==> src/rtl/lstm_seq_ctrl_if.sv <==
// ---------------------------------------------------------------------------
// lstm_seq_ctrl_if
// Bundles the handshake, cell-feedback and memory-address signals of the
// LSTM timestep sequencer so that the sequencer and its environment connect
// through a single port.
//
// Signals
//   i_start      start a sequence (sampled only while idle)
//   i_hold       freeze sequencing for the current cycle
//   i_c, i_h     cell outputs c(t) / h(t)
//   o_acc_x      cell accumulate-input strobe
//   o_acc_h      cell accumulate-hidden strobe
//   o_x_addr     input-sample memory address
//   o_k          current term index (weight memory select)
//   o_h_rd_addr  hidden buffer read address {bank, k}
//   o_prev_state c(t-1) fed back to the cell
//   o_h_wr_en    hidden buffer write strobe
//   o_h_wr_addr  hidden buffer write address {bank, cell index}
//   o_h_wr_data  captured h(t)
//   o_t          current timestep
//   o_busy       sequencer not idle
//   o_done       end-of-sequence pulse
//
// Modports
//   master : the sequencer (drives the o_* signals)
//   slave  : the environment (drives the i_* signals)
// ---------------------------------------------------------------------------
interface lstm_seq_ctrl_if #(
    parameter int WIDTH = 32,
    parameter int XA_W  = 8,
    parameter int HA_W  = 4,
    parameter int T_W   = 5
);
    logic              i_start;
    logic              i_hold;
    logic [WIDTH-1:0]  i_c;
    logic [WIDTH-1:0]  i_h;
    logic              o_acc_x;
    logic              o_acc_h;
    logic [XA_W-1:0]   o_x_addr;
    logic [HA_W-1:0]   o_k;
    logic [HA_W:0]     o_h_rd_addr;
    logic [WIDTH-1:0]  o_prev_state;
    logic              o_h_wr_en;
    logic [HA_W:0]     o_h_wr_addr;
    logic [WIDTH-1:0]  o_h_wr_data;
    logic [T_W-1:0]    o_t;
    logic              o_busy;
    logic              o_done;

    modport master (
        input  i_start, i_hold, i_c, i_h,
        output o_acc_x, o_acc_h, o_x_addr, o_k, o_h_rd_addr, o_prev_state,
               o_h_wr_en, o_h_wr_addr, o_h_wr_data, o_t, o_busy, o_done
    );

    modport slave (
        output i_start, i_hold, i_c, i_h,
        input  o_acc_x, o_acc_h, o_x_addr, o_k, o_h_rd_addr, o_prev_state,
               o_h_wr_en, o_h_wr_addr, o_h_wr_data, o_t, o_busy, o_done
    );
endinterface

==> src/rtl/lstm_seq_ctrl.sv <==
// ---------------------------------------------------------------------------
// lstm_seq_ctrl
// Timestep sequencer for a single LSTM cell. Per timestep it streams NUM_X
// input terms (acc_x) and, from t=1 onward, NUM_H recurrent terms (acc_h),
// waits LAT cycles for the cell pipeline, then captures c(t) as the next
// prev_state and h(t) for the double-banked hidden buffer.
//
// Ports
//   clk  rising-edge clock
//   rst  asynchronous active-low reset
//   bus  lstm_seq_ctrl_if.master (start/hold, cell feedback, addresses,
//        write port, status)
// ---------------------------------------------------------------------------
module lstm_seq_ctrl #(
    parameter int WIDTH   = 32,
    parameter int NUM_X   = 8,
    parameter int NUM_H   = 8,
    parameter int TSTEPS  = 16,
    parameter int LAT     = 3,
    parameter int CELL_ID = 0,
    parameter int XA_W    = 8,
    parameter int HA_W    = 4,
    parameter int T_W     = 5
) (
    input  logic             clk,
    input  logic             rst,
    lstm_seq_ctrl_if.master  bus
);

    localparam int W_W = (LAT > 1) ? $clog2(LAT) : 1;

    typedef enum logic [2:0] {
        ST_IDLE  = 3'd0,
        ST_ACC_X = 3'd1,
        ST_ACC_H = 3'd2,
        ST_WAIT  = 3'd3,
        ST_CAPT  = 3'd4,
        ST_DONE  = 3'd5
    } state_t;

    state_t            state_r;
    state_t            state_nxt_s;

    logic [T_W-1:0]    t_r;
    logic [HA_W-1:0]   k_r;
    logic [W_W-1:0]    wait_r;
    logic [XA_W-1:0]   x_addr_r;
    logic [WIDTH-1:0]  prev_state_r;
    logic [WIDTH-1:0]  wr_data_r;
    logic [HA_W:0]     wr_addr_r;
    logic              wr_en_r;

    logic              adv_s;
    logic              k_last_x_s;
    logic              k_last_h_s;
    logic              wait_last_s;
    logic              t_first_s;
    logic              t_last_s;

    // Terminal-count decodes shared by the FSM and the counters.
    always_comb begin
        adv_s       = ~bus.i_hold;
        k_last_x_s  = (k_r == HA_W'(NUM_X - 1));
        k_last_h_s  = (k_r == HA_W'(NUM_H - 1));
        wait_last_s = (wait_r == W_W'(LAT - 1));
        t_first_s   = (t_r == T_W'(0));
        t_last_s    = (t_r == T_W'(TSTEPS - 1));
    end

    // FSM state register.
    always_ff @(posedge clk or negedge rst) begin
        if (!rst) begin
            state_r <= ST_IDLE;
        end else begin
            state_r <= state_nxt_s;
        end
    end

    // FSM next-state logic; every non-idle transition is gated by hold.
    always_comb begin
        state_nxt_s = state_r;
        case (state_r)
            ST_IDLE: begin
                if (bus.i_start) begin
                    state_nxt_s = ST_ACC_X;
                end else begin
                    state_nxt_s = ST_IDLE;
                end
            end
            ST_ACC_X: begin
                if (adv_s && k_last_x_s) begin
                    // h(-1) is zero, so the first timestep has no recurrent terms.
                    state_nxt_s = t_first_s ? ST_WAIT : ST_ACC_H;
                end else begin
                    state_nxt_s = ST_ACC_X;
                end
            end
            ST_ACC_H: begin
                if (adv_s && k_last_h_s) begin
                    state_nxt_s = ST_WAIT;
                end else begin
                    state_nxt_s = ST_ACC_H;
                end
            end
            ST_WAIT: begin
                if (adv_s && wait_last_s) begin
                    state_nxt_s = ST_CAPT;
                end else begin
                    state_nxt_s = ST_WAIT;
                end
            end
            ST_CAPT: begin
                if (adv_s) begin
                    state_nxt_s = t_last_s ? ST_DONE : ST_ACC_X;
                end else begin
                    state_nxt_s = ST_CAPT;
                end
            end
            ST_DONE: begin
                if (adv_s) begin
                    state_nxt_s = ST_IDLE;
                end else begin
                    state_nxt_s = ST_DONE;
                end
            end
            default: begin
                state_nxt_s = ST_IDLE;
            end
        endcase
    end

    // Sequencing counters and capture registers.
    always_ff @(posedge clk or negedge rst) begin
        if (!rst) begin
            t_r          <= T_W'(0);
            k_r          <= HA_W'(0);
            wait_r       <= W_W'(0);
            x_addr_r     <= XA_W'(0);
            prev_state_r <= WIDTH'(0);
            wr_data_r    <= WIDTH'(0);
            wr_addr_r    <= (HA_W + 1)'(0);
            wr_en_r      <= 1'b0;
        end else begin
            // Write strobe follows a non-held capture cycle by exactly one cycle.
            wr_en_r <= (state_r == ST_CAPT) && adv_s;
            case (state_r)
                ST_IDLE: begin
                    if (bus.i_start) begin
                        t_r          <= T_W'(0);
                        k_r          <= HA_W'(0);
                        wait_r       <= W_W'(0);
                        x_addr_r     <= XA_W'(0);
                        prev_state_r <= WIDTH'(0);
                    end else begin
                        t_r <= t_r;
                    end
                end
                ST_ACC_X: begin
                    if (adv_s) begin
                        // x address runs on continuously, equal to t*NUM_X + k.
                        x_addr_r <= x_addr_r + XA_W'(1);
                        k_r      <= k_last_x_s ? HA_W'(0) : (k_r + HA_W'(1));
                    end else begin
                        k_r <= k_r;
                    end
                end
                ST_ACC_H: begin
                    if (adv_s) begin
                        k_r <= k_last_h_s ? HA_W'(0) : (k_r + HA_W'(1));
                    end else begin
                        k_r <= k_r;
                    end
                end
                ST_WAIT: begin
                    if (adv_s) begin
                        wait_r <= wait_last_s ? W_W'(0) : (wait_r + W_W'(1));
                    end else begin
                        wait_r <= wait_r;
                    end
                end
                ST_CAPT: begin
                    if (adv_s) begin
                        prev_state_r <= bus.i_c;
                        wr_data_r    <= bus.i_h;
                        // Write bank is t[0] of the timestep being captured.
                        wr_addr_r    <= {t_r[0], HA_W'(CELL_ID)};
                        k_r          <= HA_W'(0);
                        if (!t_last_s) begin
                            t_r <= t_r + T_W'(1);
                        end else begin
                            t_r <= t_r;
                        end
                    end else begin
                        t_r <= t_r;
                    end
                end
                ST_DONE: begin
                    t_r <= t_r;
                end
                default: begin
                    t_r <= t_r;
                end
            endcase
        end
    end

    // Output decode. The accumulate strobes are gated by hold in the same
    // cycle so the cell never accumulates a term whose counter is frozen.
    always_comb begin
        bus.o_acc_x      = (state_r == ST_ACC_X) && adv_s;
        bus.o_acc_h      = (state_r == ST_ACC_H) && adv_s;
        bus.o_busy       = (state_r != ST_IDLE);
        bus.o_done       = (state_r == ST_DONE) && adv_s;
        bus.o_x_addr     = x_addr_r;
        bus.o_k          = k_r;
        bus.o_t          = t_r;
        bus.o_prev_state = prev_state_r;
        bus.o_h_wr_en    = wr_en_r;
        bus.o_h_wr_addr  = wr_addr_r;
        bus.o_h_wr_data  = wr_data_r;
        // Read the bank written during the previous timestep.
        if (state_r != ST_IDLE) begin
            bus.o_h_rd_addr = {~t_r[0], k_r};
        end else begin
            bus.o_h_rd_addr = (HA_W + 1)'(0);
        end
    end

endmodule
==> src/flat_wrapper.sv <==
// flat-port wrapper written by rule: the top's interface ports become plain ports
module lstm_seq_ctrl_flat 
#(
    parameter int WIDTH   = 32,
    parameter int NUM_X   = 8,
    parameter int NUM_H   = 8,
    parameter int TSTEPS  = 16,
    parameter int LAT     = 3,
    parameter int CELL_ID = 0,
    parameter int XA_W    = 8,
    parameter int HA_W    = 4,
    parameter int T_W     = 5
)
  (clk, rst, bus_i_start, bus_i_hold, bus_i_c, bus_i_h, bus_o_acc_x, bus_o_acc_h, bus_o_x_addr, bus_o_k, bus_o_h_rd_addr, bus_o_prev_state, bus_o_h_wr_en, bus_o_h_wr_addr, bus_o_h_wr_data, bus_o_t, bus_o_busy, bus_o_done);
  lstm_seq_ctrl_if #(.WIDTH(WIDTH), .XA_W(XA_W), .HA_W(HA_W), .T_W(T_W)) bus_i ();
  input  logic clk;
  input  logic rst;
  input wire logic [$bits(bus_i.i_start)-1:0] bus_i_start;
  input wire logic [$bits(bus_i.i_hold)-1:0] bus_i_hold;
  input wire logic [$bits(bus_i.i_c)-1:0] bus_i_c;
  input wire logic [$bits(bus_i.i_h)-1:0] bus_i_h;
  output wire logic [$bits(bus_i.o_acc_x)-1:0] bus_o_acc_x;
  output wire logic [$bits(bus_i.o_acc_h)-1:0] bus_o_acc_h;
  output wire logic [$bits(bus_i.o_x_addr)-1:0] bus_o_x_addr;
  output wire logic [$bits(bus_i.o_k)-1:0] bus_o_k;
  output wire logic [$bits(bus_i.o_h_rd_addr)-1:0] bus_o_h_rd_addr;
  output wire logic [$bits(bus_i.o_prev_state)-1:0] bus_o_prev_state;
  output wire logic [$bits(bus_i.o_h_wr_en)-1:0] bus_o_h_wr_en;
  output wire logic [$bits(bus_i.o_h_wr_addr)-1:0] bus_o_h_wr_addr;
  output wire logic [$bits(bus_i.o_h_wr_data)-1:0] bus_o_h_wr_data;
  output wire logic [$bits(bus_i.o_t)-1:0] bus_o_t;
  output wire logic [$bits(bus_i.o_busy)-1:0] bus_o_busy;
  output wire logic [$bits(bus_i.o_done)-1:0] bus_o_done;
  assign bus_i.i_start = bus_i_start;
  assign bus_i.i_hold = bus_i_hold;
  assign bus_i.i_c = bus_i_c;
  assign bus_i.i_h = bus_i_h;
  assign bus_o_acc_x = bus_i.o_acc_x;
  assign bus_o_acc_h = bus_i.o_acc_h;
  assign bus_o_x_addr = bus_i.o_x_addr;
  assign bus_o_k = bus_i.o_k;
  assign bus_o_h_rd_addr = bus_i.o_h_rd_addr;
  assign bus_o_prev_state = bus_i.o_prev_state;
  assign bus_o_h_wr_en = bus_i.o_h_wr_en;
  assign bus_o_h_wr_addr = bus_i.o_h_wr_addr;
  assign bus_o_h_wr_data = bus_i.o_h_wr_data;
  assign bus_o_t = bus_i.o_t;
  assign bus_o_busy = bus_i.o_busy;
  assign bus_o_done = bus_i.o_done;
  lstm_seq_ctrl #(.WIDTH(WIDTH), .NUM_X(NUM_X), .NUM_H(NUM_H), .TSTEPS(TSTEPS), .LAT(LAT), .CELL_ID(CELL_ID), .XA_W(XA_W), .HA_W(HA_W), .T_W(T_W)) u_core (.clk(clk), .rst(rst), .bus(bus_i));
endmodule
==> config.mk <==
export PLATFORM = sky130hd
export DESIGN_NAME = lstm_seq_ctrl_flat
export DESIGN_NICKNAME = d
export VERILOG_FILES = /design/src/rtl/lstm_seq_ctrl_if.sv /design/src/rtl/lstm_seq_ctrl.sv /design/src/flat_wrapper.sv
export SDC_FILE = /design/constraint.sdc
export NUM_CORES = 1
export LEC_CHECK = 0
export BUFFER_PORTS_ARGS = -buffer_cell sky130_fd_sc_hd__buf_2
export CAP_MARGIN = 40
export CORE_MARGIN = 4
export CORE_UTILIZATION = 45
export DETAILED_ROUTE_END_ITERATION = 8
export GPL_ROUTABILITY_DRIVEN = 0
export PLACE_DENSITY = 0.75
export SLEW_MARGIN = 25
export SYNTH_ARGS = -nofsm -noshare
export SYNTH_HDL_FRONTEND = slang
export SYNTH_SLANG_ARGS = --single-unit
==> constraint.sdc <==
create_clock -name clk -period 2.9 [get_ports clk]
set_clock_uncertainty 0.15 [all_clocks]
set_input_delay 0.29 -clock clk [delete_from_list [all_inputs] [get_ports clk]]
set_output_delay 0.29 -clock clk [all_outputs]
set_load 0.01 [all_outputs]
==> results of run 1 <==
path summary, 6_finish.rpt:
path,end,slack [ns],cells after the start
max,bus_o_acc_x,0.36,3
min,u_core.bus.o_h_wr_data[4]$_DFFE_PN0P_,0.02,2
max reg2reg,u_core.bus.o_t[3]$_DFFE_PN0P_,0.57,6
min reg2reg,u_core.bus.o_h_wr_data[20]$_DFFE_PN0P_,0.36,1
max in group asynchronous,u_core.bus.o_h_wr_data[28]$_DFFE_PN0P_,1.82,3
min in group asynchronous,u_core.bus.o_prev_state[4]$_DFFE_PN0P_,0.15,2
state kept, by name, summed over array words and instances (netlist names):
signal / count
u_core.bus.o_k: 4
u_core.state_r: 3
u_core.bus.o_h_wr_en: 1
u_core.bus.o_h_wr_addr: 1
u_core.bus.o_prev_state: 32
u_core.bus.o_h_wr_data: 32
u_core.bus.o_x_addr: 8
u_core.bus.o_t: 5
u_core.wait_r: 2
per-stage QoR:
step,setup WS [ns],instances
finish,0.3611,635
global route,0.2235,635
CTS,0.3537,634
detailed placement,0.5650,611
global placement,0.6450,611
floorplan,0.6619,361
worst max-delay path, cell delays in order, from the launching register on:
cell and delay, ns:
dfrtp_1 0.62, or4b_1 0.78, inv_1 0.20, buf_2 0.15
per-layer routing:
metal / share of wire / wire length [um] / up-vias
met2: 0.50 / 4594 / 106
met1: 0.42 / 3864 / 1490
li1: - / - / 1518
met3: 0.077 / 712 / 9
met4: 0.011 / 104 / 0
met5: 0 / 0 / -
report_power, final:
part / internal, W / switching [W] / total [W]
Combinational: 0.000533 / 0.000582 / 0.00112
Sequential: 0.00141 / 0.000195 / 0.00160
Clock: 0.000423 / 0.000447 / 0.000870
Yosys cell counts, types with 2 or more instances:
master      n  share of area
a2111oi_4   2          0.013
a211oi_1    5         0.0091
a21oi_1     5         0.0061
a22o_1      3         0.0064
and3_1      5         0.0076
buf_2       9          0.011
buf_4       8          0.015
clkbuf_1    6         0.0055
dfrtp_1    88           0.54
ha_1        5          0.015
inv_1      43          0.039
mux2_2     35          0.096
mux2i_1    39          0.095
nand2_1    44          0.040
nand2b_1    8          0.012
nand3_1     6         0.0073
nor2_1      6         0.0055
nor2b_1     4         0.0061
nor4b_1     4         0.0085
o21ai_0     4         0.0049
or3b_2      2         0.0043
or4_1       2         0.0037
or4b_1      2         0.0049
xor2_1      2         0.0043
logic make-up after synthesis:
kind of cell               after synthesis
buffers and inverters                   66
adders and majority gates                5
muxes                                   74
AOI/OAI and AO/OA                       29
and+or+nand+nor                         92
xor gates and xnor gates                 3
other                                    1
DFF                                     88
final cells by class:
type	instances	area [um2]
fill	798	3516
multi-input combinational	207	1640
timing repair buffer	173	944.7
clock buffer	10	137.6
tap	108	135.1
sequential	88	2202
clock inverter	6	68.82
inverter	43	161.4
==> results.tsv, run 1 <==
stage	metric	value	unit
cells_and_area	Layout Nets	595	
grt	initial antenna violation count	0	
drt	total iterations of the first detailed-routing run	4	
power_and_ir_drop	pwr dens	678.4	mW/mm2
setup_path	critical path endpoint category	primary output	
clocking	hold_buf cts	7	
clocking	CTS Buffer Depth	2	
sta	max-slew violation count	0	
die	die width	103.5	um
yosys	Top FF cell, synth	dfrtp_1	
cells_and_area	post-route cell area	0.005290	mm2
sta	relative slew slack	0.5877	
setup_path	arrival time worst endpoint	2.10	ns
cells_and_area	Layout area overhead	28.82	%
setup_path	Critical Path RT	2.46	ns
power_and_ir_drop	P_leak	2.738	nW
cells_and_area	most frequent cells in the layout	158 x buf_2, 88 x dfrtp_1, 44 x nand2_1	
drt	average wire per standard cell	14.61	um
grt	GRT busiest layer	met2	
grt	GR Layer Usage met1	0.2325	
placement	I/O Buffers	159	
die	die area	0.01072	mm2
die	Die H	103.5	um
sta	Fin. Hold Viols	0	
drt	routed vias/inst	4.918	
setup_path	critical path class	register to primary output	
yosys	synthesized flop and latch total	88	
clocking	cts repair resizes	0	
grt	M2 GR Usage	0.2921	
hold_path	hold path start	bus_i_h[4]	
grt	largest net degree at the start of global routing	89	
clocking	H-tree depth	3	
clocking	CTS tree	built	
yosys	Post-synth EDFFs	0	
die	Rows	34	
setup_path	crit path launch	u_core.state_r[2]$_DFF_PN0_	
die	starting density of the core	0.4663	
outcome	result of the run	completed	
clocking	Num CTS Buffers	9	
sta	RSZ-0062 raised after global routing	no	
sta	Worst-Margin Slew	0.6185	ns
yosys	Warnings, synthesis	0	
sta	final setup violation count	0	
grt	grt met3 use	0.05784	
placement	DP HPWL	6752	um
yosys	Post-Synth XOR/XNOR Area	0.006399	
yosys	Async S/R FF share, synth	1.000	
cells_and_area	antenna cells	0	
yosys	largest family of logic cells by synthesized area	multiplexers	
grt	Global Route Usage Sum	0.1781	
drt	DR vias	3123	
clocking	Worst-Skew Late Latency	0.35	ns
cells_and_area	post-layout util	0.6007	
sta	Fmax	393.9	MHz
yosys	Compound-Gate Fraction of Synth Area	0.06124	
setup_path	Max FO, Critical Path	22	
run	max_cap viols	0	
power_and_ir_drop	Pwr Total	0.003589	W
clocking	clock sinks	88	
setup_path	r2r startpoint	u_core.bus.o_t[0]$_DFFE_PN0P_	
sta	Total Neg Setup Slack	0	ns
hold_path	Hold Crit Class	primary input to register	
die	core area	0.008806	mm2
yosys	mux contribution to synthesized area	0.1910	
clocking	Clock transition at path regs	0.10	ns
yosys	syn avg cell area	11.47	um2
yosys	Synth cell types	45	
clocking	post-CTS setup buffer count	0	
yosys	Mapped Cells	358	
drt	Antenna Nets Post-Route	0	
setup_path	Startpoint Class	register	
placement	dpl cell area	0.004986	mm2
sta	Period minus WS final	2.539	ns
cells_and_area	commonest non-fill, non-tap cell in the layout	buf_2	
yosys	Post-Synth Simple-Gate Area	0.1185	
clocking	Root Driver	clkbuf_8	
cells_and_area	layout cell share with drive strength beyond 1	0.4269	
die	I/O Pins	164	
grt	first-pass GRT wire length	15970	um
drt	DRC	0	
yosys	register area share after synthesis	0.5363	
yosys	Synth Area in Adders	0.01523	
drt	Post-Route WL	9275	um
drt	initial DRC count	137	
grt	vias in the first global route	3243	
grt	grt ovf	0	
power_and_ir_drop	worst vdd ir	0.0002650	V
yosys	cell area after synthesis	0.004106	mm2
sta	final hold slack	0.01661	ns
sta	final worst path period share	0.8755	
No activity file was read; power rests on OpenSTA's default activity.
==> inputs of run 2 (changes only) <==
--- a/config.mk
+++ b/config.mk
@@ -5,13 +5,14 @@
 export SDC_FILE = /design/constraint.sdc
 export NUM_CORES = 1
 export LEC_CHECK = 0
+export ABC_AREA = 1
 export BUFFER_PORTS_ARGS = -buffer_cell sky130_fd_sc_hd__buf_2
 export CAP_MARGIN = 40
 export CORE_MARGIN = 4
 export CORE_UTILIZATION = 45
 export DETAILED_ROUTE_END_ITERATION = 8
 export GPL_ROUTABILITY_DRIVEN = 0
-export PLACE_DENSITY = 0.75
+export PLACE_DENSITY = 0.76
 export SLEW_MARGIN = 25
 export SYNTH_ARGS = -nofsm -noshare
 export SYNTH_HDL_FRONTEND = slang
==> results.tsv, run 2 <==
stage	metric	value	unit	change
sta	RSZ-0062 raised after global routing	no		
sta	final worst path period share	0.6681		-0.2074
die	I/O Pins	164		unchanged
yosys	post-synth top area cell	dfrtp_1		
clocking	CTS Buffer Depth	2		unchanged
cells_and_area	antenna cells	0		unchanged
yosys	most common cell in the netlist	nand2_1		
sta	fin worst setup slack	0.9626	ns	+0.6015 ns
setup_path	critical path class	register to primary output		
placement	I/O Buffers	159		unchanged
drt	routed vias/inst	4.858		-1.2%
yosys	top-area cell type share of the netlist area	0.5573		+0.02106
cells_and_area	# fillers	737		-7.6%
drt	Post-Route WL	10200	um	+9.9%
yosys	Synth Area in Adders	0.01583		+0.0005982
clocking	Worst-Skew Late Latency	0.34	ns	about the same
power_and_ir_drop	pwr dens	600.4	mW/mm2	-12%
grt	first-pass GRT wire length	16320	um	+2.2%
drt	initial DRC count	187		+36%
yosys	register area share after synthesis	0.5573		+0.02106
die	core area	0.008382	mm2	-4.8%
cells_and_area	Layout Nets	731		+23%
sta	final setup violation count	0		unchanged
die	Die H	101.7	um	-1.8%
grt	M2 GR Usage	0.3239		+0.03189
run	max_cap viols	0		unchanged
power_and_ir_drop	P_leak	2.910	nW	+6.3%
grt	grt met3 use	0.03444		-0.02340
die	die area	0.01034	mm2	-3.5%
sta	Worst-Margin Slew	0.5693	ns	-0.04923 ns
setup_path	Startpoint Class	register		
clocking	cts repair resizes	0		unchanged
drt	average wire per standard cell	13.29	um	-9.0%
drt	DRC	0		unchanged
grt	Global Route Usage Sum	0.1973		+0.01922
clocking	Clock transition at path regs	0.08	ns	-0.02 ns
yosys	largest family of logic cells by synthesized area	simple AND/OR/NAND/NOR gates		
clocking	CTS tree	built		
power_and_ir_drop	clock power share	0.255		+0.013
clocking	hold_buf cts	27		+20
sta	relative slew slack	0.6205		+0.03282
sta	Fmax	516.2	MHz	+31%
placement	Setup WS pre-CTS	1.019	ns	+0.4540 ns
grt	GRT busiest layer	met2		
yosys	Post-Synth XOR/XNOR Area	0.002217		-0.004182
power_and_ir_drop	worst vdd ir	0.0003738	V	+41%
setup_path	Max FO, Critical Path	9		-59%
sta	Fin. Hold Viols	0		unchanged
yosys	Compound-Gate Fraction of Synth Area	0.07251		+0.01127
yosys	commonest cells in the netlist	210 x nand2_1, 88 x dfrtp_1, 28 x inv_1		
clocking	Num CTS Buffers	9		unchanged
cells_and_area	most frequent cells in the layout	210 x nand2_1, 158 x buf_2, 88 x dfrtp_1		
sta	max-slew violation count	0		unchanged
clocking	Root Driver	clkbuf_8		
yosys	Mapped Cells	477		+33%
power_and_ir_drop	Switch Pwr	0.001127	W	-8.0%
yosys	syn avg cell area	8.284	um2	-28%
setup_path	reg2reg path depth	8		+2
sta	Total Neg Setup Slack	0	ns	unchanged
power_and_ir_drop	Power Internal	0.002021	W	-14%
cells_and_area	commonest non-fill, non-tap cell in the layout	nand2_1		
yosys	Top FF cell, synth	dfrtp_1		
yosys	Synth area leaders	dfrtp_1 56%, nand2_1 20%, o21ai_0 3.4%, o21ai_1 2.9%, inv_1 2.7%		
cells_and_area	layout cell share with drive strength beyond 1	0.2855		-0.1414
hold_path	Hold Crit Class	primary input to register		
grt	GR Layer Usage met1	0.2615		+0.02906
power_and_ir_drop	sequential share of power	0.458		+0.011
setup_path	arrival time worst endpoint	1.50	ns	-0.60 ns
hold_path	Worst Hold Path Cells	3		+1
drt	DR vias	3726		+19%
clocking	H-tree depth	3		unchanged
sta	final hold slack	0.01313	ns	-0.003471 ns
yosys	Post-synth EDFFs	0		unchanged
yosys	cell area after synthesis	0.003951	mm2	-3.8%
grt	initial antenna violation count	0		unchanged
grt	largest net degree at the start of global routing	66		-26%
yosys	Synth cell types	26		-42%
yosys	Post-Synth Simple-Gate Area	0.2815		+0.1630
drt	Antenna Nets Post-Route	0		unchanged
sta	Period minus WS final	1.937	ns	-0.6015 ns
yosys	Async S/R FF share, synth	1.000		unchanged
power_and_ir_drop	Combinational Power Share	0.286		-0.025
yosys	Warnings, synthesis	0		unchanged
drt	total iterations of the first detailed-routing run	4		unchanged
clocking	clock sinks	88		unchanged
cells_and_area	Layout area overhead	32.71	%	
die	Rows	33		-2.9%
grt	vias in the first global route	3512		+8.3%
die	die width	101.7	um	-1.8%
die	starting density of the core	0.4714		+0.005088
setup_path	Critical Path RT	2.46	ns	about the same
power_and_ir_drop	Switching Share	0.3580		+0.01666
yosys	synthesized flop and latch total	88		unchanged
grt	grt ovf	0		unchanged
clocking	post-CTS setup buffer count	0		unchanged
placement	DP HPWL	7266	um	+7.6%
outcome	result of the run	completed		
yosys	mux contribution to synthesized area	0		-0.1910
setup_path	critical path endpoint category	primary output		
## run 2: cell type report
cell class	count	area, um2	share of cell area
sequential	88	2202	0.4199
inverter	33	126.4	0.02410
tap	105	131.4	0.02505
clock inverter	3	25.02	0.004772
multi-input combinational	337	1490	0.2842
timing repair buffer	189	1104	0.2105
clock buffer	12	165.2	0.03150
## run 2: kinds of logic (layout without fill, tap and decap cells)
| logic type | Yosys count | count (layout) |
|---|---|---|
| AO/OA/AOI/OAI | 56 | 56 |
| XOR/XNOR | 1 | 1 |
| adder cells (fa/ha/maj) | 5 | 5 |
| buffers and inverters | 55 | 237 |
| flip-flops | 88 | 88 |
| other | 1 | 4 |
| AND/OR/NAND/NOR | 271 | 271 |
## run 2: critical path, stage by stage, from the launching register on
cell and delay [ns]:
dfrtp_1 0.41, inv_2 0.16, nand4_1 0.27, inv_1 0.17, buf_2 0.14
## run 2: metal layers
layer	vias up	routed length, um
met5	-	0
met4	0	222
met3	16	783
met2	133	4920
met1	1724	4271
li1	1853	-
## run 2: per-stage QoR
step	area (um2)	instances	power [W]	util
after detailed placement	4783	725	0.002341	0.5707
final	5244	767	0.003148	0.6256
after floorplan	3963	480	0.002043	-
after global placement	4783	725	0.002310	0.5707
after global routing	5244	767	0.003365	0.6256
after CTS	5244	767	0.003177	0.6256
## run 2: path summary, 6_finish.rpt
kind                                                        start                                endpoint  slack [ns]
max                                   u_core.state_r[2]$_DFF_PN0_                             bus_o_acc_x        0.96
min                                                    bus_i_h[7]   u_core.bus.o_h_wr_data[7]$_DFFE_PN0P_        0.01
max reg2reg                           u_core.state_r[1]$_DFF_PN0_  u_core.bus.o_h_wr_data[14]$_DFFE_PN0P_        0.99
min reg2reg                u_core.bus.o_h_wr_data[17]$_DFFE_PN0P_  u_core.bus.o_h_wr_data[17]$_DFFE_PN0P_        0.32
max in group asynchronous                                     rst      u_core.bus.o_x_addr[5]$_DFFE_PN0P_        1.64
min in group asynchronous                                     rst  u_core.bus.o_prev_state[4]$_DFFE_PN0P_        0.31
## run 2: power groups by stage
stage                     clock (W)  sequential, W  combinational (W)
after floorplan                   0        0.00148           0.000561
after global placement            0        0.00146           0.000855
after detailed placement          0        0.00146           0.000878
after CTS                  0.000829        0.00144           0.000907
after global routing       0.000867        0.00146            0.00103
final                      0.000804        0.00144           0.000901
==> inputs of run 3 (changes only) <==
==> constraint.sdc (replaced) <==
create_clock -name clk -period 1.9 [get_ports clk]
set_clock_uncertainty 0.15 [all_clocks]
set_input_delay 0.19 -clock clk [delete_from_list [all_inputs] [get_ports clk]]
set_output_delay 0.19 -clock clk [all_outputs]
set_load 0.01 [all_outputs]
==> results.tsv, run 3 (synthesis gave the netlist of run 2 again) <==
stage	metric	value	unit	change
drt	average wire per standard cell	13.90	um	+4.5%
clocking	Root Driver	clkbuf_8		
grt	first-pass GRT wire length	18260	um	+12%
power_and_ir_drop	Pwr Total	0.004938	W	+57%
sta	Fin. Hold Viols	0		unchanged
run	max_cap viols	0		unchanged
power_and_ir_drop	sequential share of power	0.447		-0.011
clocking	Clock transition at path regs	0.09	ns	about the same
sta	RSZ-0062 raised after global routing	yes		
cells_and_area	Layout Nets	777		+6.3%
drt	routed vias/inst	4.855		about the same
grt	grt met3 use	0.03237		-0.002066
setup_path	Critical Path RT	1.56	ns	-0.90 ns
die	starting density of the core	0.4714		unchanged
power_and_ir_drop	Power Internal	0.003132	W	+55%
power_and_ir_drop	Switching Share	0.3657		+0.007740
die	Rows	33		unchanged
sta	final setup violation count	0		unchanged
cells_and_area	most frequent cells in the layout	209 x nand2_1, 158 x buf_2, 87 x dfrtp_1		
grt	largest net degree at the start of global routing	44		-33%
grt	GRT busiest layer	met2		
setup_path	critical path class	register to primary output		
power_and_ir_drop	Switch Pwr	0.001806	W	+60%
drt	Antenna Nets Post-Route	0		unchanged
power_and_ir_drop	P_leak	3.106	nW	+6.7%
sta	Period minus WS final	1.774	ns	
grt	M2 GR Usage	0.3848		+0.06087
cells_and_area	commonest non-fill, non-tap cell in the layout	nand2_1		
cells_and_area	layout cell share with drive strength beyond 1	0.2835		-0.002001
setup_path	critical path endpoint category	primary output		
setup_path	Max FO, Critical Path	6		-3
power_and_ir_drop	Combinational Power Share	0.312		+0.026
cells_and_area	Layout area overhead	44.30	%	
hold_path	Hold Crit Class	primary input to register		
grt	Global Route Usage Sum	0.2228		+0.02546
die	Die H	101.7	um	unchanged
drt	DR vias	3957		+6.2%
clocking	Num CTS Buffers	9		unchanged
placement	DP HPWL	7667	um	+5.5%
placement	I/O Buffers	159		unchanged
setup_path	arrival time worst endpoint	1.43	ns	-0.07 ns
power_and_ir_drop	pwr dens	866.1	mW/mm2	+44%
drt	DRC	0		unchanged
clocking	clock sinks	88		unchanged
grt	vias in the first global route	3935		+12%
setup_path	reg-to-reg slack, setup	0.15	ns	-0.84 ns
grt	initial antenna violation count	0		unchanged
grt	GR Layer Usage met1	0.2830		+0.02150
setup_path	Startpoint Class	register		
die	core area	0.008382	mm2	unchanged
die	die area	0.01034	mm2	unchanged
drt	Post-Route WL	11330	um	+11%
sta	Fmax	563.6	MHz	
outcome	result of the run	completed		
power_and_ir_drop	worst vdd ir	0.0007221	V	+93%
sta	final worst path period share	0.9339		
clocking	CTS Buffer Depth	2		unchanged
drt	initial DRC count	179		-4.3%
clocking	H-tree depth	3		unchanged
die	I/O Pins	164		unchanged
grt	grt ovf	0		unchanged
clocking	CTS tree	built		
die	die width	101.7	um	unchanged
power_and_ir_drop	clock power share	0.241		-0.014
cells_and_area	post-layout util	0.6803		+0.05464
sta	max-slew violation count	0		unchanged
drt	total iterations of the first detailed-routing run	5		+1
clocking	Worst-Skew Late Latency	0.34	ns	about the same
run 3: critical path: stages (launching register included):
cell and delay, ns:
dfrtp_1 0.47, nor2_4 0.22, nand2_1 0.09, inv_1 0.13, nor2_1 0.05, buf_2 0.13
run 3: metal layers:
metal	up-vias	wire, um
met2	157	5717
met1	1824	4546
met3	26	791
met4	0	269
met5	-	0
li1	1950	-
run 3: path summary, 6_finish.rpt:
| path | startpoint | endpoint | cells after the start |
|---|---|---|---|
| max in group asynchronous | rst | u_core.bus.o_h_wr_data[16]$_DFFE_PN0P_ | 3 |
| worst min register to register | u_core.bus.o_h_wr_data[3]$_DFFE_PN0P_ | u_core.bus.o_h_wr_data[3]$_DFFE_PN0P_ | 2 |
| worst max-delay path | u_core.state_r[1]$_DFF_PN0_ | bus_o_h_rd_addr[1] | 5 |
| worst max register to register | u_core.state_r[1]$_DFF_PN0_ | u_core.bus.o_prev_state[23]$_DFFE_PN0P_ | 6 |
| min in group asynchronous | rst | u_core.bus.o_prev_state[11]$_DFFE_PN0P_ | 2 |
| worst min-delay path | bus_i_c[23] | u_core.bus.o_prev_state[23]$_DFFE_PN0P_ | 3 |
run 3: final cells by class:
type | count | area [um2]
timing repair buffer | 234 | 1559
sequential | 88 | 2203
inverter | 33 | 126.4
clock buffer | 10 | 137.6
antenna | 1 | 2.502
fill | 683 | 2680
multi-input combinational | 338 | 1499
clock inverter | 6 | 42.54
tap | 105 | 131.4
run 3: power by group through the flow:
stage / combinational, W / clock (W) / sequential [W]
2_1_floorplan: 0.000857 / 0 / 0.00226
3_3_place_gp: 0.00135 / 0 / 0.00222
3_5_place_dp: 0.00139 / 0 / 0.00223
4_1_cts: 0.00149 / 0.00123 / 0.00220
5_1_grt: 0.00174 / 0.00132 / 0.00223
6_report: 0.00154 / 0.00119 / 0.00221
run 3: through the flow:
stage          setup TNS (ns)  cell area (um2)  hold WS (ns)  cells  setup WS [ns]
3_5_place_dp                0             4853      -0.04279    731         0.1955
4_1_cts                     0             5674      0.005925    811        0.04073
3_3_place_gp                0             4853      -0.04765    731         0.2156
5_1_grt             -0.005434             5699       0.01099    814      -0.005434
6_report                    0             5702       0.04095    815         0.1256
2_1_floorplan               0             3963       -0.2556    480         0.2898
run 3: what timing repair did:
item | CTS | global route
endpoints found under the setup margin | 0 | 3
resized for setup | 0 | 2
hold endpoints to repair | 151 | 0
setup buffers | 0 | 2
hold buffers | 64 | 0
